===== config.mk =====
export PLATFORM = sky130hd
export DESIGN_NAME = receiver
export DESIGN_NICKNAME = d
export VERILOG_FILES = /design/src/rtl/receiver.sv
export SDC_FILE = /design/constraint.sdc
export NUM_CORES = 1
export LEC_CHECK = 0
export CAP_MARGIN = 0
export CELL_PAD_IN_SITES_DETAIL_PLACEMENT = 2
export CELL_PAD_IN_SITES_GLOBAL_PLACEMENT = 2
export CORE_MARGIN = 2
export CORE_UTILIZATION = 34
export DETAILED_ROUTE_END_ITERATION = 8
export HOLD_SLACK_MARGIN = 0.1
export PLACE_DENSITY_LB_ADDON = 0.1
export RECOVER_POWER = 25
export SLEW_MARGIN = 5
export SYNTH_ARGS = -nofsm -noshare
export SYNTH_HDL_FRONTEND = slang
export SYNTH_SLANG_ARGS = --single-unit

===== constraint.sdc =====
create_clock -name clk -period 1.5 [get_ports clk]
set_input_delay 0.15 -clock clk [delete_from_list [all_inputs] [get_ports clk]]
set_output_delay 0.15 -clock clk [all_outputs]
set_load 0.02 [all_outputs]

===== src/rtl/receiver.sv =====
// receiver: 8N1 serial receiver with valid/ack handshake, framing-error and overrun flags
// Ports: clk          - single clock, rising edge
//        rst          - asynchronous reset, active low
//        rxd          - serial input, idle high, treated as asynchronous
//        ack          - consumer accepts data in any cycle with valid high
//        data         - last received byte
//        valid        - byte available, held until acknowledged
//        frame_error  - one-cycle pulse when the stop bit is sampled low
//        overrun      - one-cycle pulse when a byte replaces an unacknowledged one
module receiver #(
   parameter int CLKS_PER_BIT = 16
) (
   input  logic       clk,
   input  logic       rst,
   input  logic       rxd,
   input  logic       ack,
   output logic [7:0] data,
   output logic       valid,
   output logic       frame_error,
   output logic       overrun
);
   localparam int HALF = CLKS_PER_BIT / 2;
   localparam int CW = $clog2(CLKS_PER_BIT);
   localparam logic [2:0] IDLE = 3'd0, START = 3'd1, DATA = 3'd2, STOP = 3'd3, RECOVER = 3'd4;
   logic [2:0] state_q, state_d;
   logic [CW-1:0] cnt_q, cnt_d;
   logic [2:0] bit_q, bit_d;
   logic [7:0] shift_q, shift_d, data_q, data_d;
   logic s1_q, s1_d, s2_q, s2_d;
   logic valid_q, valid_d, frame_error_q, frame_error_d, overrun_q, overrun_d;
   logic bit_end, half_end;
   always_comb begin
      s1_d = rxd;
      s2_d = s1_q;
      bit_end = cnt_q == CW'(CLKS_PER_BIT - 1);
      half_end = cnt_q == CW'(HALF - 1);
      state_d = state_q;
      cnt_d = cnt_q + 1'b1;
      bit_d = bit_q;
      shift_d = shift_q;
      data_d = data_q;
      valid_d = valid_q & ~ack;
      frame_error_d = 1'b0;
      overrun_d = 1'b0;
      case (state_q)
         IDLE: if (!s2_q) begin
            state_d = START;
            cnt_d = '0;
         end
         // a start bit that is no longer low at mid-bit is a glitch
         START: if (half_end) begin
            state_d = s2_q ? IDLE : DATA;
            cnt_d = '0;
            bit_d = '0;
         end
         // samples land mid-bit because the count restarted at the start-bit centre
         DATA: if (bit_end) begin
            cnt_d = '0;
            shift_d = {s2_q, shift_q[7:1]};
            bit_d = bit_q + 1'b1;
            if (bit_q == 3'd7) state_d = STOP;
         end
         STOP: if (bit_end) begin
            if (s2_q) begin
               data_d = shift_q;
               valid_d = 1'b1;
               overrun_d = valid_q & ~ack;
               state_d = IDLE;
            end else begin
               frame_error_d = 1'b1;
               state_d = RECOVER;
            end
         end
         // a low line after a bad stop bit must not be taken as a new start bit
         RECOVER: if (s2_q) state_d = IDLE;
         default: state_d = IDLE;
      endcase
   end
   always_ff @(posedge clk or negedge rst) begin
      if (!rst) begin
         s1_q <= 1'b1;
         s2_q <= 1'b1;
         state_q <= IDLE;
         cnt_q <= '0;
         bit_q <= '0;
         shift_q <= '0;
         data_q <= '0;
         valid_q <= 1'b0;
         frame_error_q <= 1'b0;
         overrun_q <= 1'b0;
      end else begin
         s1_q <= s1_d;
         s2_q <= s2_d;
         state_q <= state_d;
         cnt_q <= cnt_d;
         bit_q <= bit_d;
         shift_q <= shift_d;
         data_q <= data_d;
         valid_q <= valid_d;
         frame_error_q <= frame_error_d;
         overrun_q <= overrun_d;
      end
   end
   assign data = data_q;
   assign valid = valid_q;
   assign frame_error = frame_error_q;
   assign overrun = overrun_q;
endmodule

==> metrics.csv, run 1 <==
stage,metric,value,unit
yosys,Synth Area in Compound Gates,0.0754,
yosys,xor/xnor share of the synthesized area,0.0134,
setup_path,startpoint types,flop,
yosys,multiplexer area fraction after synthesis,0.149,
timing,final hold viol count,0,
placed_design,Place WS,-0.0336,ns
placed_design,PortBufs,14,
power,Max VDD drop,483,µV
power,switching share of power,0.293,
yosys,post-synthesis register bit count,31,
floorplanning,Die X,66.1,µm
detailed_routing,via count,902,
global_route,wire length of the first global-routing pass,4730,µm
yosys,number of synthesized flops with an enable pin,0,
floorplanning,Die Y,66.1,µm
timing,Rel. slew slack,0.493,
floorplanning,row count,22,
detailed_routing,DRT Pass-1 Iters,3,
detailed_routing,drt drc,0,
detailed_routing,WL final,2940,µm
finish,Util after Layout,0.494,
timing,Final Worst Setup Slack,-0.0442,ns
setup_path,worst reg2reg setup slack,-0.04,ns
yosys,largest area contributor in the netlist,dfrtp_1,
finish,diode count,0,
setup_path,arrival time at the worst endpoint,1.70,ns
yosys,Synth Area in Simple Gates,0.106,
cts,"Reg clk slew, reported paths",0.06,ns
cts,hold buffer count at CTS,0,
setup_path,"Req. time, crit path",1.66,ns
power,Leakage,0.000846,µW
status,failing checks,negative setup slack,
power,Psw,684,µW
global_route,antenna violations before repair,0,
floorplanning,I/O pin count,15,
timing,minimum clock period,1.54,ns
detailed_routing,vias per std cell,4.98,
setup_path,crit path kind,flop to flop,
finish,"Net count, final",139,
yosys,top cell type's share of synthesized area,0.553,
cts,CTS tree,done,
yosys,sequential share of the synthesized area,0.594,
placed_design,Post-DP HPWL,2000,µm
yosys,Most used DFF post-synth,dfrtp_1,
yosys,Synth Area in Adders,0.0286,
yosys,Post-synth ARST share,1.00,
status,status,finished with violations,
timing,unrepaired setup endpoints after global routing,yes,
power,Sequential Power Share,0.430,
yosys,Syn Nets,103,
timing,Max Fclk,648,MHz
finish,share of cells above drive strength 1,0.421,
yosys,main combinational cell family by area after synthesis,multiplexers,
floorplanning,Starting Density,0.355,
finish,area delta synth->final,38.9,%
yosys,"Cell Area, Synth",1310,µm²
yosys,syn avg cell area,13.7,µm²
flow_run,Max Cap Violations,0,
timing,minimum hold slack,0.356,ns
cts,"Clk Latency, worst-skew pair",0.28,ns
yosys,top post-synthesis cells by area,"dfrtp_1 55%, mux2_2 14%, dfstp_2 4.0%",
timing,final setup violation count,13,
cts,CTS root buf,clkbuf_8,
cts,total CTS buffers,5,
floorplanning,DIE AREA,4370,µm²
floorplanning,core footprint,3690,µm²
yosys,Cells after Synth,96,
power,Comb power frac,0.261,
global_route,vias in the first global route,968,
global_route,largest net degree at the start of global routing,32,
timing,Final Slew Violations,0,
yosys,Yosys warnings,0,
cts,CTS Buffer Depth,2,
global_route,gr ovfl total,0,
hold_path,HP Class,flop to flop,
power,Power Internal,1650,µW
detailed_routing,First DRT Iteration DRCs,25,
detailed_routing,"antenna viol nets, final",0,
power,clock share of power,0.310,
detailed_routing,wire per inst,16.2,µm
power,pwr dens,1280,nW/µm²
cts,CTS H-tree depth,2,
global_route,Total Routing Usage GR,0.150,
placed_design,GPL Wtd Cong,0.786,
timing,Tcrit/Tclk final,1.03,
setup_path,CP endpoint kind,flop,
setup_path,Crit Path Max Fanout,6,
timing,Clock Skews,0.00248,ns
cts,Clock Sinks,31,
timing,slew of the pin with the lowest slew margin,0.760,ns
yosys,synth unique cells,32,
-- path summary, 6_finish.rpt --
kind	start	to	cells after the start
max	cnt_q[1]$_DFF_PN0_	shift_q[2]$_DFFE_PN0P_	5
min	s1_q$_DFF_PN1_	s2_q$_DFF_PN1_	0
max reg2reg	cnt_q[1]$_DFF_PN0_	shift_q[2]$_DFFE_PN0P_	5
min reg2reg	s1_q$_DFF_PN1_	s2_q$_DFF_PN1_	0
max in group asynchronous	rst	data[2]$_DFFE_PN0P_	2
min in group asynchronous	rst	state_q[2]$_DFFE_PN0P_	2
-- cell usage after synthesis (2+ instances only) --
cell type  number
a21oi_1         3
a22o_2          2
a311oi_1        2
buf_6           3
clkbuf_1        2
dfrtp_1        29
dfstp_2         2
ha_1            3
mux2_2         16
nand2_1         3
nand2b_1        3
nand3_1         2
nor2_1          7
-- critical path: stages, from the launching register on --
cell and delay [ns]:
dfrtp_1 0.36, ha_2 0.21, nand4b_1 0.21, nor2_4 0.19
buf_6 0.16, mux2_4 0.30
-- logic make-up (layout without fill, tap and decap cells) --
group           Yosys count  count (layout)
simple gates             24              24
xor+xnor                  2               2
flops                    31              31
fa+ha+maj                 3               3
compound gates           13              13
mux                      17              17
buf+inv                   6              43
-- power by group through the flow --
stage / Combinational [µW] / Sequential, µW / Clock (µW)
after floorplan: 346 / 997 / 0
after global placement: 519 / 1010 / 0
after detailed placement: 546 / 1020 / 0
after CTS: 575 / 1000 / 751
after global routing: 679 / 1010 / 781
final: 608 / 1000 / 721
-- cells in the final DEF (no fill, tap or decap), drive strengths merged, types with 3 or more instances in the layout --
cell	count
clkbuf	9
clkdlybuf4s50	12
buf	18
nand2b	3
a21oi	3
nand2	3
nor2	7
dfrtp	29
mux2	17
ha	3
-- per-layer routing --
| layer | GRT usage | share of wire | vias up |
|---|---|---|---|
| met5 | 0 | 0 | - |
| li1 | - | - | 417 |
| met4 | 0.0765 | 0.016 | 0 |
| met1 | 0.184 | 0.43 | 471 |
| met2 | 0.244 | 0.53 | 10 |
| met3 | 0.0358 | 0.023 | 4 |
-- registers in the layout, summed over array words and instances (netlist names) --
register,count
data,8
shift_q,8
cnt_q,4
bit_q,3
state_q,3
frame_error,1
overrun,1
s1_q,1
s2_q,1
valid,1
-- metrics by stage --
step           cell area (µm²)  std cells  setup TNS (ns)  power (µW)
2_1_floorplan             1310         96               0        1340
3_3_place_gp              1600        167               0        1520
3_5_place_dp              1600        167          -0.279        1560
4_1_cts                   1740        179        -0.00123        2330
5_1_grt                   1820        181           -1.48        2470
6_report                  1820        181          -0.293        2330
-- final cells by class --
class	instances	area, µm²
Tap cell	48	60.1
Clock inverter	1	7.51
Inverter	1	3.75
Clock buffer	7	96.3
Fill cell	382	1870
Sequential cell	31	778
Multi-Input combinational cell	59	551
Timing Repair Buffer	34	325
-- timing repair --
| item | in CTS | in global routing |
|---|---|---|
| setup endpoints to repair | 13 | 19 |
| setup buffers | 4 | 1 |
| gates cloned | 0 | 1 |
| gates resized for setup | 3 | 14 |
| pin swaps | 1 | 4 |
Power figures use the tool's default switching activity.
==> run 2: changes to the inputs <==
- SLEW_MARGIN: 5 -> default
==> results of run 2 <==
Same layout as run 1: the final DEF is identical, and so are final timing and power.
==> run 3: changes to the inputs <==
- CORE_UTILIZATION: 34 -> 38
- SLEW_MARGIN: default -> 20
- clock period: 1.5 -> 1.75 ns (I/O delays scaled with it)
==> run 3 against run 2 <==
The run now ends clean. Fmax down 3.8%. Worst setup slack better by 0.19 ns. Non-clock buffer count is 12 lower. Die area is 9.9% lower. Hold slack gained 0.0050 ns. Critical path depth fell by 1. Sequential power is 13% lower. Total power fell by 24%. Core utilization down 1.3 points. Sequential share of layout area grew 5.8 points. Cell count shrank 8.3%. Flip-flop and latch count did not move. Critical endpoint is now data[2]$_DFFE_PN0P_. Largest cell class unchanged. Largest power group unchanged.
==> metrics.csv, run 3 (synthesis results as in run 1) <==
stage,metric,value,unit,change
hold_path,HP Class,flop to flop,,unchanged
cts,CTS H-tree depth,2,,unchanged
power,Leakage,0.000750,µW,was 0.000846 µW
setup_path,FF-to-FF End,data[2]$_DFFE_PN0P_,,was shift_q[2]$_DFFE_PN0P_
timing,slew of the pin with the lowest slew margin,0.757,ns,was 0.760 ns
timing,Clock Skews,0.00374,ns,was 0.00248 ns
timing,unrepaired setup endpoints after global routing,no,,was yes
global_route,gr ovfl total,0,,unchanged
floorplanning,row count,21,,was 22
timing,final hold viol count,0,,unchanged
setup_path,Setup crit end,data[2]$_DFFE_PN0P_,,was shift_q[2]$_DFFE_PN0P_
detailed_routing,DRT Pass-1 Iters,4,,was 3
finish,most frequent cells in the layout,"29 x dfrtp_1, 16 x mux2_2, 12 x clkdlybuf4s50_1",,"was 29 x dfrtp_1, 15 x buf_4, 12 x clkdlybuf4s50_1"
setup_path,startpoint types,flop,,unchanged
cts,total CTS buffers,5,,unchanged
status,status,completed,,was finished with violations
floorplanning,Die Y,62.7,µm,was 66.1 µm
setup_path,worst reg2reg setup slack,0.15,ns,was -0.04 ns
finish,Util after Layout,0.481,,was 0.494
global_route,Total Routing Usage GR,0.157,,was 0.150
finish,"Net count, final",127,,was 139
global_route,vias in the first global route,969,,was 968
detailed_routing,via count,838,,was 902
timing,Max Fclk,623,MHz,was 648 MHz
cts,"Reg clk slew, reported paths",0.09,ns,was 0.06 ns
global_route,antenna violations before repair,0,,unchanged
setup_path,CP endpoint kind,flop,,unchanged
finish,Fillers,346,,was 382
placed_design,GPL Wtd Cong,0.732,,was 0.786
setup_path,"Req. time, crit path",1.96,ns,was 1.66 ns
cts,Clock Sinks,31,,unchanged
floorplanning,I/O pin count,15,,unchanged
placed_design,PortBufs,14,,unchanged
floorplanning,DIE AREA,3940,µm²,was 4370 µm²
cts,"Clk Latency, worst-skew pair",0.32,ns,was 0.28 ns
timing,Setup TNS Final,0,ns,was -0.293 ns
cts,hold buffer count at CTS,0,,unchanged
flow_run,Max Cap Violations,0,,unchanged
cts,CTS Buffer Depth,2,,unchanged
detailed_routing,First DRT Iteration DRCs,11,,was 25
finish,diode count,0,,unchanged
finish,area delta synth->final,22.4,%,was 38.9%
floorplanning,core footprint,3340,µm²,was 3690 µm²
cts,CTS root buf,clkbuf_4,,was clkbuf_8
timing,Final Slew Violations,0,,unchanged
cts,CTS tree,done,,unchanged
placed_design,Post-DP HPWL,1910,µm,was 2000 µm
finish,share of cells above drive strength 1,0.308,,was 0.421
floorplanning,Starting Density,0.393,,was 0.355
detailed_routing,WL final,2610,µm,was 2940 µm
hold_path,Hold Startpoint,s1_q$_DFF_PN1_,,unchanged
global_route,largest net degree at the start of global routing,32,,unchanged
setup_path,arrival time at the worst endpoint,1.82,ns,was 1.70 ns
detailed_routing,drt drc,0,,unchanged
timing,final setup violation count,0,,was 13
timing,Rel. slew slack,0.495,,was 0.493
setup_path,Critical path origin,cnt_q[0]$_DFF_PN0_,,was cnt_q[1]$_DFF_PN0_
finish,"commonest non-fill, non-tap cell in the layout",dfrtp_1,,unchanged
detailed_routing,"antenna viol nets, final",0,,unchanged
setup_path,Crit Path Max Fanout,10,,was 6
floorplanning,Die X,62.7,µm,was 66.1 µm
timing,minimum clock period,1.60,ns,was 1.54 ns
timing,Tcrit/Tclk final,0.917,,was 1.03
power,pwr dens,1100,nW/µm²,was 1280 nW/µm²
setup_path,RR Startpoint,cnt_q[0]$_DFF_PN0_,,was cnt_q[1]$_DFF_PN0_
setup_path,crit path kind,flop to flop,,unchanged
detailed_routing,vias per std cell,5.05,,was 4.98
setup_path,R2R cell count,4,,was 5
power,Max VDD drop,525,µV,was 483 µV
detailed_routing,wire per inst,15.7,µm,was 16.2 µm
global_route,wire length of the first global-routing pass,4660,µm,was 4730 µm
[run 3: changes by cell type in the layout (fill, tap and decap cells not counted), sizes merged]
| cell | change |
|---|---|
| buf | -11 |
| bufinv | +1 |
| clkinvlp | -1 |
| clkbuf | -2 |
[run 3: how the worst min path moves through the flow]
stage	to	slack (ns)	cells past startpoint
6_report	s2_q$_DFF_PN1_	0.36	0
5_1_grt	s2_q$_DFF_PN1_	0.37	0
4_1_cts	s1_q$_DFF_PN1_	0.24	1
3_5_place_dp	s2_q$_DFF_PN1_	0.35	0
3_3_place_gp	s2_q$_DFF_PN1_	0.35	0
2_1_floorplan	bit_q[0]$_DFFE_PN0P_	-0.12	0
[run 3: where the power goes]
part | total [µW] | switching (µW) | internal, µW | leakage, µW
registers | 868 | 75.1 | 793 | 0.000412
clock network | 525 | 231 | 294 | 0.0000383
logic | 381 | 207 | 173 | 0.000299
[run 3: worst max-delay path, stage by stage, from the launching register on]
cell and delay [ns]:
dfrtp_1 0.38, ha_1 0.26, and4b_1 0.29, nand4_4 0.22
mux2_2 0.34
[run 3: metal layers]
layer	up-vias	global-route usage	share of wire
li1	391	-	-
met1	428	0.196	0.46
met2	13	0.249	0.49
met3	6	0.0577	0.035
met4	0	0.0583	0.018
met5	-	0	0
[run 3: repair_timing]
action                                  4_1_cts  5_1_grt
resized for setup                             0        1
endpoints found under the setup margin        0        8
buffers inserted                              0        0
[run 3: cell type report]
cell class                      instances  area, µm²  area share
Sequential cell                        31        778       0.485
Clock inverter                          1       30.0      0.0187
Multi-Input combinational cell         59        497       0.309
Tap cell                               46       57.6      0.0359
Timing Repair Buffer                   22        198       0.123
Clock buffer                            6       41.3      0.0257
Inverter                                1       3.75     0.00234
[run 3: through the flow]
stage	instances	area (µm²)	hold WS, ns	total power, µW	setup WS, ns
after floorplan	96	1310	-0.121	1150	0.270
after global placement	159	1530	0.347	1230	0.104
after detailed placement	159	1530	0.348	1260	0.0328
after CTS	166	1600	0.241	1800	0.0271
after global routing	166	1610	0.369	1890	0.0281
final	166	1610	0.361	1770	0.146
